**src/rtl/traffic_sensor_cond_pkg.sv**
```systemverilog
// traffic_sensor_pkg: shared debounce state enum, default parameters and a counter-width helper
package traffic_sensor_pkg;
  typedef enum logic [1:0] {LOW, CONF_HIGH, HIGH, CONF_LOW} deb_state_t;
  localparam int DEF_DEB_CYC   = 4;
  localparam int DEF_HOLD_CYC  = 8;
  localparam int DEF_CNT_W     = 4;
  localparam int DEF_STUCK_CYC = 1024;
  function automatic int cnt_w(int n);
    return (n < 2) ? 1 : $clog2(n + 1);
  endfunction
endpackage

```
**src/rtl/traffic_sensor_cond_if.sv**
```systemverilog
// traffic_sensor_cond_if: raw loop detector inputs and conditioned traffic outputs; master drives detectors, slave is the conditioner
interface traffic_sensor_cond_if
  import traffic_sensor_pkg::*;
#(
  parameter int CNT_W = DEF_CNT_W
);
  logic             det_a_arr, det_a_dep, det_b_arr, det_b_dep;
  logic             ta, tb, ovf_a, ovf_b, fault_a, fault_b;
  logic [CNT_W-1:0] qcnt_a, qcnt_b;
  modport master (
    output det_a_arr, det_a_dep, det_b_arr, det_b_dep,
    input  ta, tb, qcnt_a, qcnt_b, ovf_a, ovf_b, fault_a, fault_b
  );
  modport slave (
    input  det_a_arr, det_a_dep, det_b_arr, det_b_dep,
    output ta, tb, qcnt_a, qcnt_b, ovf_a, ovf_b, fault_a, fault_b
  );
endinterface

```
**src/rtl/sensor_debounce.sv**
```systemverilog
// sensor_debounce: 2-flop synchroniser, LOW/CONF_HIGH/HIGH/CONF_LOW debounce FSM (ports clk, rst_n, raw -> lvl, rise)
module sensor_debounce
  import traffic_sensor_pkg::*;
#(
  parameter int DEB_CYC = DEF_DEB_CYC
) (
  input  logic clk,
  input  logic rst_n,
  input  logic raw,
  output logic lvl,
  output logic rise
);
  localparam int W = cnt_w(DEB_CYC);
  logic [1:0]   sync;
  logic [W-1:0] cnt;
  deb_state_t   st;
  logic         s;
  assign s   = sync[1];
  assign lvl = (st == HIGH) || (st == CONF_LOW);
  always_ff @(posedge clk or negedge rst_n) begin
    if (!rst_n) begin
      sync <= '0;
      cnt  <= '0;
      st   <= LOW;
      rise <= 1'b0;
    end else begin
      sync <= {sync[0], raw};
      rise <= 1'b0;
      case (st)
        LOW: if (s) begin
          cnt  <= W'(1);
          st   <= (DEB_CYC <= 1) ? HIGH : CONF_HIGH;
          rise <= (DEB_CYC <= 1);
        end
        CONF_HIGH: if (!s) st <= LOW;
          else if (cnt == W'(DEB_CYC - 1)) begin
            st   <= HIGH;
            rise <= 1'b1;
          end else cnt <= cnt + 1'b1;
        HIGH: if (!s) begin
          cnt <= W'(1);
          st  <= (DEB_CYC <= 1) ? LOW : CONF_LOW;
        end
        CONF_LOW: if (s) st <= HIGH;
          else if (cnt == W'(DEB_CYC - 1)) st <= LOW;
          else cnt <= cnt + 1'b1;
      endcase
    end
  end
endmodule

```
**src/rtl/traffic_sensor_cond.sv**
```systemverilog
// traffic_sensor_cond: per-road debounce, queue count, gap hold -> ta/tb (clk, rst_n, bus: detectors in, ta/tb/qcnt/ovf/fault out); optional SENSOR_STUCK_DET_EN
module traffic_sensor_cond
  import traffic_sensor_pkg::*;
#(
  parameter int DEB_CYC   = DEF_DEB_CYC,
  parameter int HOLD_CYC  = DEF_HOLD_CYC,
  parameter int CNT_W     = DEF_CNT_W,
  parameter int STUCK_CYC = DEF_STUCK_CYC
) (
  input  logic                 clk,
  input  logic                 rst_n,
  traffic_sensor_cond_if.slave bus
);
  localparam int HW = cnt_w(HOLD_CYC);
  localparam logic [CNT_W-1:0] MAX = '1;
  logic [1:0]       raw_arr, raw_dep, rise_arr, rise_dep, lvl_arr, unused_lvl;
  logic [1:0]       ta_v, ovf_v, fault_v;
  logic [CNT_W-1:0] q_v [2];
  assign raw_arr = {bus.det_b_arr, bus.det_a_arr};
  assign raw_dep = {bus.det_b_dep, bus.det_a_dep};
  for (genvar r = 0; r < 2; r++) begin : g_road
    sensor_debounce #(.DEB_CYC(DEB_CYC)) u_arr (
      .clk(clk), .rst_n(rst_n), .raw(raw_arr[r]), .lvl(lvl_arr[r]), .rise(rise_arr[r])
    );
    sensor_debounce #(.DEB_CYC(DEB_CYC)) u_dep (
      .clk(clk), .rst_n(rst_n), .raw(raw_dep[r]), .lvl(unused_lvl[r]), .rise(rise_dep[r])
    );
    logic [CNT_W-1:0] q, qn;
    logic [HW-1:0]    h, hn;
    logic             ad, dd, t, o, fn;
    assign ad = rise_arr[r] & ~rise_dep[r];
    assign dd = rise_dep[r] & ~rise_arr[r];
    always_comb begin
      qn = ad ? (q == MAX ? q : q + 1'b1) : dd ? (q == '0 ? q : q - 1'b1) : q;
      // hold reloads only on the 1->0 step of the queue, then counts down
      hn = (qn != '0) ? '0 : (q != '0) ? HW'(HOLD_CYC) : (h != '0) ? h - 1'b1 : '0;
    end
    always_ff @(posedge clk or negedge rst_n) begin
      if (!rst_n) begin
        q <= '0;
        h <= '0;
        o <= 1'b0;
        t <= 1'b0;
      end else begin
        q <= qn;
        h <= hn;
        o <= o | (ad && q == MAX);
        t <= fn || qn != '0 || hn != '0;
      end
    end
`ifdef SENSOR_STUCK_DET_EN
    localparam int SW = cnt_w(STUCK_CYC);
    logic [SW-1:0] s;
    logic          f;
    // fault is raised on the cycle the high time reaches STUCK_CYC and then forces t high
    assign fn = f | (lvl_arr[r] && s == SW'(STUCK_CYC - 1));
    always_ff @(posedge clk or negedge rst_n) begin
      if (!rst_n) begin
        s <= '0;
        f <= 1'b0;
      end else begin
        s <= !lvl_arr[r] ? '0 : (s == SW'(STUCK_CYC - 1)) ? s : s + 1'b1;
        f <= fn;
      end
    end
    assign fault_v[r] = f;
`else
    logic unused_stuck;
    assign unused_stuck = lvl_arr[r] ^ (^STUCK_CYC);
    assign fn           = 1'b0;
    assign fault_v[r]   = 1'b0;
`endif
    assign q_v[r]   = q;
    assign ta_v[r]  = t;
    assign ovf_v[r] = o;
  end
  assign bus.ta      = ta_v[0];
  assign bus.tb      = ta_v[1];
  assign bus.qcnt_a  = q_v[0];
  assign bus.qcnt_b  = q_v[1];
  assign bus.ovf_a   = ovf_v[0];
  assign bus.ovf_b   = ovf_v[1];
  assign bus.fault_a = fault_v[0];
  assign bus.fault_b = fault_v[1];
endmodule

```
**src/flat_wrapper.sv**
```systemverilog
// flat-port wrapper written by rule: the top's interface ports become plain ports
module traffic_sensor_cond_flat import traffic_sensor_pkg::*;
#(
  parameter int DEB_CYC   = DEF_DEB_CYC,
  parameter int HOLD_CYC  = DEF_HOLD_CYC,
  parameter int CNT_W     = DEF_CNT_W,
  parameter int STUCK_CYC = DEF_STUCK_CYC
)
  (clk, rst_n, bus_det_a_arr, bus_det_a_dep, bus_det_b_arr, bus_det_b_dep, bus_ta, bus_tb, bus_qcnt_a, bus_qcnt_b, bus_ovf_a, bus_ovf_b, bus_fault_a, bus_fault_b);
  traffic_sensor_cond_if #(.CNT_W(CNT_W)) bus_i ();
  input  logic clk;
  input  logic rst_n;
  input wire logic [$bits(bus_i.det_a_arr)-1:0] bus_det_a_arr;
  input wire logic [$bits(bus_i.det_a_dep)-1:0] bus_det_a_dep;
  input wire logic [$bits(bus_i.det_b_arr)-1:0] bus_det_b_arr;
  input wire logic [$bits(bus_i.det_b_dep)-1:0] bus_det_b_dep;
  output wire logic [$bits(bus_i.ta)-1:0] bus_ta;
  output wire logic [$bits(bus_i.tb)-1:0] bus_tb;
  output wire logic [$bits(bus_i.qcnt_a)-1:0] bus_qcnt_a;
  output wire logic [$bits(bus_i.qcnt_b)-1:0] bus_qcnt_b;
  output wire logic [$bits(bus_i.ovf_a)-1:0] bus_ovf_a;
  output wire logic [$bits(bus_i.ovf_b)-1:0] bus_ovf_b;
  output wire logic [$bits(bus_i.fault_a)-1:0] bus_fault_a;
  output wire logic [$bits(bus_i.fault_b)-1:0] bus_fault_b;
  assign bus_i.det_a_arr = bus_det_a_arr;
  assign bus_i.det_a_dep = bus_det_a_dep;
  assign bus_i.det_b_arr = bus_det_b_arr;
  assign bus_i.det_b_dep = bus_det_b_dep;
  assign bus_ta = bus_i.ta;
  assign bus_tb = bus_i.tb;
  assign bus_qcnt_a = bus_i.qcnt_a;
  assign bus_qcnt_b = bus_i.qcnt_b;
  assign bus_ovf_a = bus_i.ovf_a;
  assign bus_ovf_b = bus_i.ovf_b;
  assign bus_fault_a = bus_i.fault_a;
  assign bus_fault_b = bus_i.fault_b;
  traffic_sensor_cond #(.DEB_CYC(DEB_CYC), .HOLD_CYC(HOLD_CYC), .CNT_W(CNT_W), .STUCK_CYC(STUCK_CYC)) u_core (.clk(clk), .rst_n(rst_n), .bus(bus_i));
endmodule
```
**config.mk**
```make
export PLATFORM = sky130hd
export DESIGN_NAME = traffic_sensor_cond_flat
export DESIGN_NICKNAME = d
export VERILOG_FILES = /design/src/rtl/traffic_sensor_cond_pkg.sv /design/src/rtl/traffic_sensor_cond_if.sv /design/src/rtl/sensor_debounce.sv /design/src/rtl/traffic_sensor_cond.sv /design/src/flat_wrapper.sv
export SDC_FILE = /design/constraint.sdc
export NUM_CORES = 1
export LEC_CHECK = 0
export ABC_AREA = 1
export CAP_MARGIN = 20
export CORE_MARGIN = 2
export CORE_UTILIZATION = 57
export DETAILED_ROUTE_END_ITERATION = 16
export PLACE_DENSITY = 0.78
export SYNTH_ARGS = -nofsm -noshare
export SYNTH_HDL_FRONTEND = slang
export SYNTH_SLANG_ARGS = --single-unit
```
**constraint.sdc**
```tcl
create_clock -name clk -period 1.9 [get_ports clk]
set_input_delay 0.19 -clock clk [delete_from_list [all_inputs] [get_ports clk]]
set_output_delay 0.19 -clock clk [all_outputs]
set_load 0.005 [all_outputs]
```
---- After elaboration in Yosys (flattened, before gate mapping) ----
Cells that the tools add are included.
cells by class
  reduce and logical (&&, ||, !) cells .... 26
  equality and inequality tests ........... 42
  bitwise operators ....................... 10
  multiplexer cells ....................... 78
  add/sub/neg operators ................... 10
operator list
  operator                                               number
  2-to-1 mux 3 bit                                       20
  2-to-1 mux 4 bit                                       14
  2-to-1 mux 2 bit                                       24
  one-hot mux 3 bit (4 select lines)                     4
  inequality test 2 bit, second input constant           16
  one-hot mux 2 bit (4 select lines)                     4
  AND reduction 4 bit                                    8
  nonzero test 4 bit                                     8
  == test 2 bit, second input constant                   8
  subtractor 4 x 1 -> 4 bit, second input constant       4
  adder 3 x 1 -> 3 bit, second input constant            4
  == test 3 x 2 -> 1 bit, second input constant          4
  2-to-1 mux 1 bit                                       12
  inequality test 3 x 2 -> 1 bit, second input constant  4
  inequality test 3 bit, second input constant           4
  adder 4 x 1 -> 4 bit, second input constant            2
  == test 2 x 1 -> 1 bit, second input constant          4
  == test 4 bit, second input constant                   2
  zero test 2 bit                                        4
  zero test 4 bit                                        2
  AND 1 bit                                              4
  inverter 1 bit                                         4
  logical AND 1 bit                                      2
  logical OR 1 bit                                       2
  bitwise OR 1 bit                                       2
storage, ports and cells
  register bits ........................... 52
  word-level logic and storage cells ...... 190

---- Logic depth before layout (Yosys ltp) ----
  word-level depth ........................ 8
  gate-level depth with buffers ........... 11

---- By module ----
Synthesis repeated with hierarchy kept, for this count alone.
second synthesis, totals
  cells, all modules ...................... 349
  area total of the unflattened synthesis .. 2917.8 um^2
modules (own cells, without submodules)
  module               seq. area each (um^2)  area an instance (um^2)  times used  cells each
  sensor_debounce      200.2                  372.9                    4           41
  traffic_sensor_cond  500.5                  1426.4                   1           185

---- Worst setup path after synthesis ----
OpenSTA, ideal clock, no wires.
  path kind ............................... reg2reg
  start point ............................. register u_core.g_road[1].u_arr.cnt[0]
  end point ............................... register u_core.g_road[1].u_arr.cnt[0]
  cell stages (with the launch flop) ...... 8
  required time ........................... 1.775 ns
  clock period less this slack ............ 1.635 ns
  library setup time ...................... 0.125 ns
  setup slack ............................. 0.265 ns
  buffers on the path ..................... 0
  arrival ................................. 1.510 ns
  cells stage by stage .................... dfrtp_1 -> ha_1 -> ha_1 -> nand2_1 -> o21ai_0 -> a21oi_1 -> nand2_1 -> mux2_2
between the ends
  word-level cells in the longest chain between the ends .. 4
RTL lines
  what                                                            RTL line                                      RTL
  start: declaration                                              sensor_debounce.sv:15                         logic [W-1:0] cnt;
  start signal: assignment                                        sensor_debounce.sv:39                         end else cnt <= cnt + 1'b1;
  start signal: assignment                                        sensor_debounce.sv:46                         else cnt <= cnt + 1'b1;
  adder 3 x 1 -> 3 bit or == test 3 x 2 -> 1 bit (tied branches)  -
  2-to-1 mux 3 bit (*)                                            sensor_debounce.sv:36, sensor_debounce.sv:45
  2-to-1 mux 3 bit, on equally long branches                      sensor_debounce.sv:44, sensor_debounce.sv:35
  one-hot mux 3 bit (4 select lines) (*)                          sensor_debounce.sv:29                         case (st)
Every way passes the cells marked *; elsewhere a longest branch is shown, timed or not. The select of a mux whose other input is x is not followed.
A chain may end at the register's enable or synchronous reset.

---- Final worst setup path ----
  start point ............................. register u_core.g_road[0].q[0], in the netlist u_core.bus.qcnt_a[0]
  end point ............................... register u_core.g_road[0].h[3]
between the ends
  word-level cells in the longest chain between the ends .. 6
RTL lines
  what                                                          RTL line                   RTL
  start: declaration                                            traffic_sensor_cond.sv:28  logic [CNT_W-1:0] q, qn;
  start signal: assignment                                      traffic_sensor_cond.sv:45  q <= qn;
  subtractor 4 x 1 -> 4 bit or zero test 4 bit (tied branches)  traffic_sensor_cond.sv:34  qn = ad ? (q == MAX ? q : q + 1'b1) : dd ? (q == '0 ? q : q - 1'b1) : q;
  2-to-1 mux 4 bit (2 in a row)                                 traffic_sensor_cond.sv:34
  2-to-1 mux 4 bit (*)                                          traffic_sensor_cond.sv:34
  via u_core.g_road[0].qn[2]                                    traffic_sensor_cond.sv:28
  nonzero test 4 bit (*)                                        traffic_sensor_cond.sv:36  hn = (qn != '0) ? '0 : (q != '0) ? HW'(HOLD_CYC) : (h != '0) ? h - 1'b1 : '0;
  2-to-1 mux 4 bit (*)                                          traffic_sensor_cond.sv:36
  via u_core.g_road[0].hn[3]                                    traffic_sensor_cond.sv:29  logic [HW-1:0] h, hn;
  end signal: assignment                                        traffic_sensor_cond.sv:46  h <= hn;
  end: declaration                                              traffic_sensor_cond.sv:29
The timed path passes the listed nets; every way through them passes the cells marked *.

==> flow_summary.yaml <==
pwr:
  p_per_area_nw_per_um2: 1360
  power.total_mw: 3.88
  leakage_nw: 1.41
  ir_drop_v: 0.000738
synth:
  netlist_top_cells_area: "dfrtp_1, nand2_1, ha_1"
  synth.cell_area_um2: 2520
  ys_seq_elements: 52
  syn-instance-count: 278
  synth_flop_cell: "dfrtp_1"
  syn_area_per_cell_um2: 9.07
  ys_seq_area_share_pct: 51.6
  yosysTopAreaCell: "dfrtp_1"
  ys_async_sr_fraction_pct: 100
  yosys.area.top_type_share_pct: 51.6
  synth-edff-count: 0
  synthDistinctLibCells: 31
  synth.most_common_cell: "nand2_1"
  synth_top_cells_by_count: "nand2_1, dfrtp_1, inv_1"
  yosysWarnings: 0
status:
  run_status: "complete, no violations"
critical_path:
  crit_required_ps: 2130
  critPathKind: "reg -> reg"
  cp-end-kind: "flop"
  arrival_ps: 1900
  crit_fanout: 5
  cp-start-kind: "flop"
global_route:
  top_usage_layer: "met2"
  grtUsageMet3_pct: 3.75
  met2_usage_pct: 29.0
  antenna_found_initial: 0
  grt_pass1_vias: 1694
  grt_max_degree: 32
  grt_pass1_wl_um: 6950
  grt_usage_pct: 17.3
  grt.met1_usage_pct: 22.4
  grt_remaining_overflow: 0
routing:
  drcViolationCount: 0
  vias_per_cell: 5.23
  firstDrtPassIters: 4
  wl_per_cell_um: 11.1
  drt_iter0_drc: 139
  drtAntennaViolNets: 0
  vias: 1862
  drt_wl_total_um: 3960
placement:
  dp_hpwl_um: 3040
  routabilityCongestion: 0.912
  preCtsSetupSlack_ps: 221
  io_buffers: 17
clock_network:
  cts_buffers: 5
  clk_path_buf_depth: 2
  cts_max_level: 2
  cts_num_sinks: 52
  cts_tree: "done"
  cts-root-buf: "clkbuf_8"
  cts.clk_slew.worst_paths_ps: 80
  clk_latency_ps: 290
die:
  die_y_um: 70.5
  initial_core_util_pct: 58.7
  core_region_area_um2: 4290
  rows: 24
  die_w_um: 70.5
  dieArea_um2: 4970
  ioPinCount: 20
run:
  cap_violations: 0
timing:
  fin_crit_sh_pct: 88.4
  slew_violations: 0
  rsz0062_at_grt: "no"
  finalSetupViolCount: 0
  worst_slack_ps: 221
  fin_skew_ps: 3.68
  hold_violations: 0
  fin_tns_setup_ps: 0
  fmax_ghz: 0.595
  min_period_ps: 1680
hold_path:
  hold_path_class: "in -> reg"
final_layout:
  drive_above_1_share_pct: 10.5
  antenna_cells: 0
  fin_nets: 326
  syn_to_final_growth_pct: 13.2
metrics by stage:
stage | std cells | hold WS [ps] | util, % | area [um^2]
4_1_cts | 356 | 320 | 66.5 | 2860
6_report | 356 | 333 | 66.5 | 2860
5_1_grt | 356 | 323 | 66.5 | 2860
2_1_floorplan | 279 | -106 | - | 2530
3_3_place_gp | 348 | 180 | 64.5 | 2770
3_5_place_dp | 348 | 182 | 64.5 | 2770
logic make-up after synthesis:
group | count (synthesis) | synth area share, %
flip-flops | 52 | 51.6
XOR/XNOR | 6 | 2.08
adder cells (fa/ha/maj) | 16 | 7.94
other | 1 | 0.149
buffers and inverters | 38 | 6.10
multiplexers | 2 | 0.893
AND/OR/NAND/NOR | 135 | 24.9
AO/OA/AOI/OAI | 28 | 6.35
layout make-up:
class                      instances  area, um^2
clock inverter                     1        5.00
inverter                          35         131
timing repair buffer              21         210
clock buffer                       6        72.6
multi-input combinational        189        1070
fill                             352        1440
tap                               52        65.1
sequential                        52        1300
report_power, final:
group          internal [mW]  switching [mW]  leakage [nW]  total [mW]
clock network          0.251           0.312        0.0410       0.562
registers               1.43           0.270         0.654        1.69
logic                  0.707           0.920         0.715        1.63
per-layer routing:
metal  vias to the layer above  wire [um]
li1                        947          -
met1                       871       1800
met2                        39       1970
met3                         5        150
met4                         0         32
met5                         -          0
critical path, cell delays in order, from the launching register on:
cell     delay (ps)
dfrtp_1         430
inv_1           140
ha_1            200
nand2_2          80
nor2_2          160
nor2_2           60
a21oi_1         140
nor2_1           80
nor2_2          150
nand2_2          90
nor2_1           90
timing repair:
item,4_1_cts,5_1_grt
setup endpoints to repair,0,1
setup buffers,0,0
endpoints found under the hold margin,21,0
hold buffers,1,0
gates resized for setup,0,1
sequential cells by signal, summed over array words and instances, names as in the netlist, 2 cells and up, named ones only:
name                      cells
u_core.bus.qcnt_a             4
u_core.g_road.u_dep.cnt       6
u_core.g_road.u_arr.cnt       6
u_core.g_road.u_arr.rise      2
u_core.g_road.u_arr.sync      4
u_core.g_road.u_dep.sync      4
u_core.g_road.u_dep.rise      2
u_core.g_road.h               8
u_core.g_road.u_arr.st        2
u_core.bus.qcnt_b             4
u_core.g_road.u_dep.st        2
path summary, 6_finish.rpt:
| path | from | end | slack [ps] | cells after the start |
|---|---|---|---|---|
| worst max register to register | u_core.bus.qcnt_a[0]$_DFF_PN0_ | u_core.g_road[0].h[3]$_DFF_PN0_ | 220 | 10 |
| worst min register to register | u_core.g_road[0].u_dep.sync[0]$_DFF_PN0_ | u_core.g_road[0].u_dep.sync[1]$_DFF_PN0_ | 350 | 0 |
| min in group asynchronous | rst_n | u_core.g_road[1].u_dep.cnt[0]$_DFFE_PN0P_ | 390 | 2 |
| worst max-delay path | u_core.bus.qcnt_a[0]$_DFF_PN0_ | u_core.g_road[0].h[3]$_DFF_PN0_ | 220 | 10 |
| max in group asynchronous | rst_n | u_core.bus.qcnt_b[2]$_DFF_PN0_ | 990 | 3 |
| worst min-delay path | bus_det_b_dep | u_core.g_road[1].u_dep.sync[0]$_DFF_PN0_ | 330 | 1 |
cells in the final DEF, fill, tap and decap left out, types with 3 or more instances in the layout:
cell type	n
nor2_1	29
nand3_1	24
xnor2_1	4
nor2_2	4
nand2_2	4
o21ai_0	11
clkdlybuf4s50_1	16
clkbuf_8	5
dfrtp_1	52
nand4_1	5
o22ai_1	4
or2_2	3
nand2_1	57
ha_1	16
inv_1	32
a21oi_1	6
inv_2	3
Note: power is estimated with default switching activity, not from simulation.
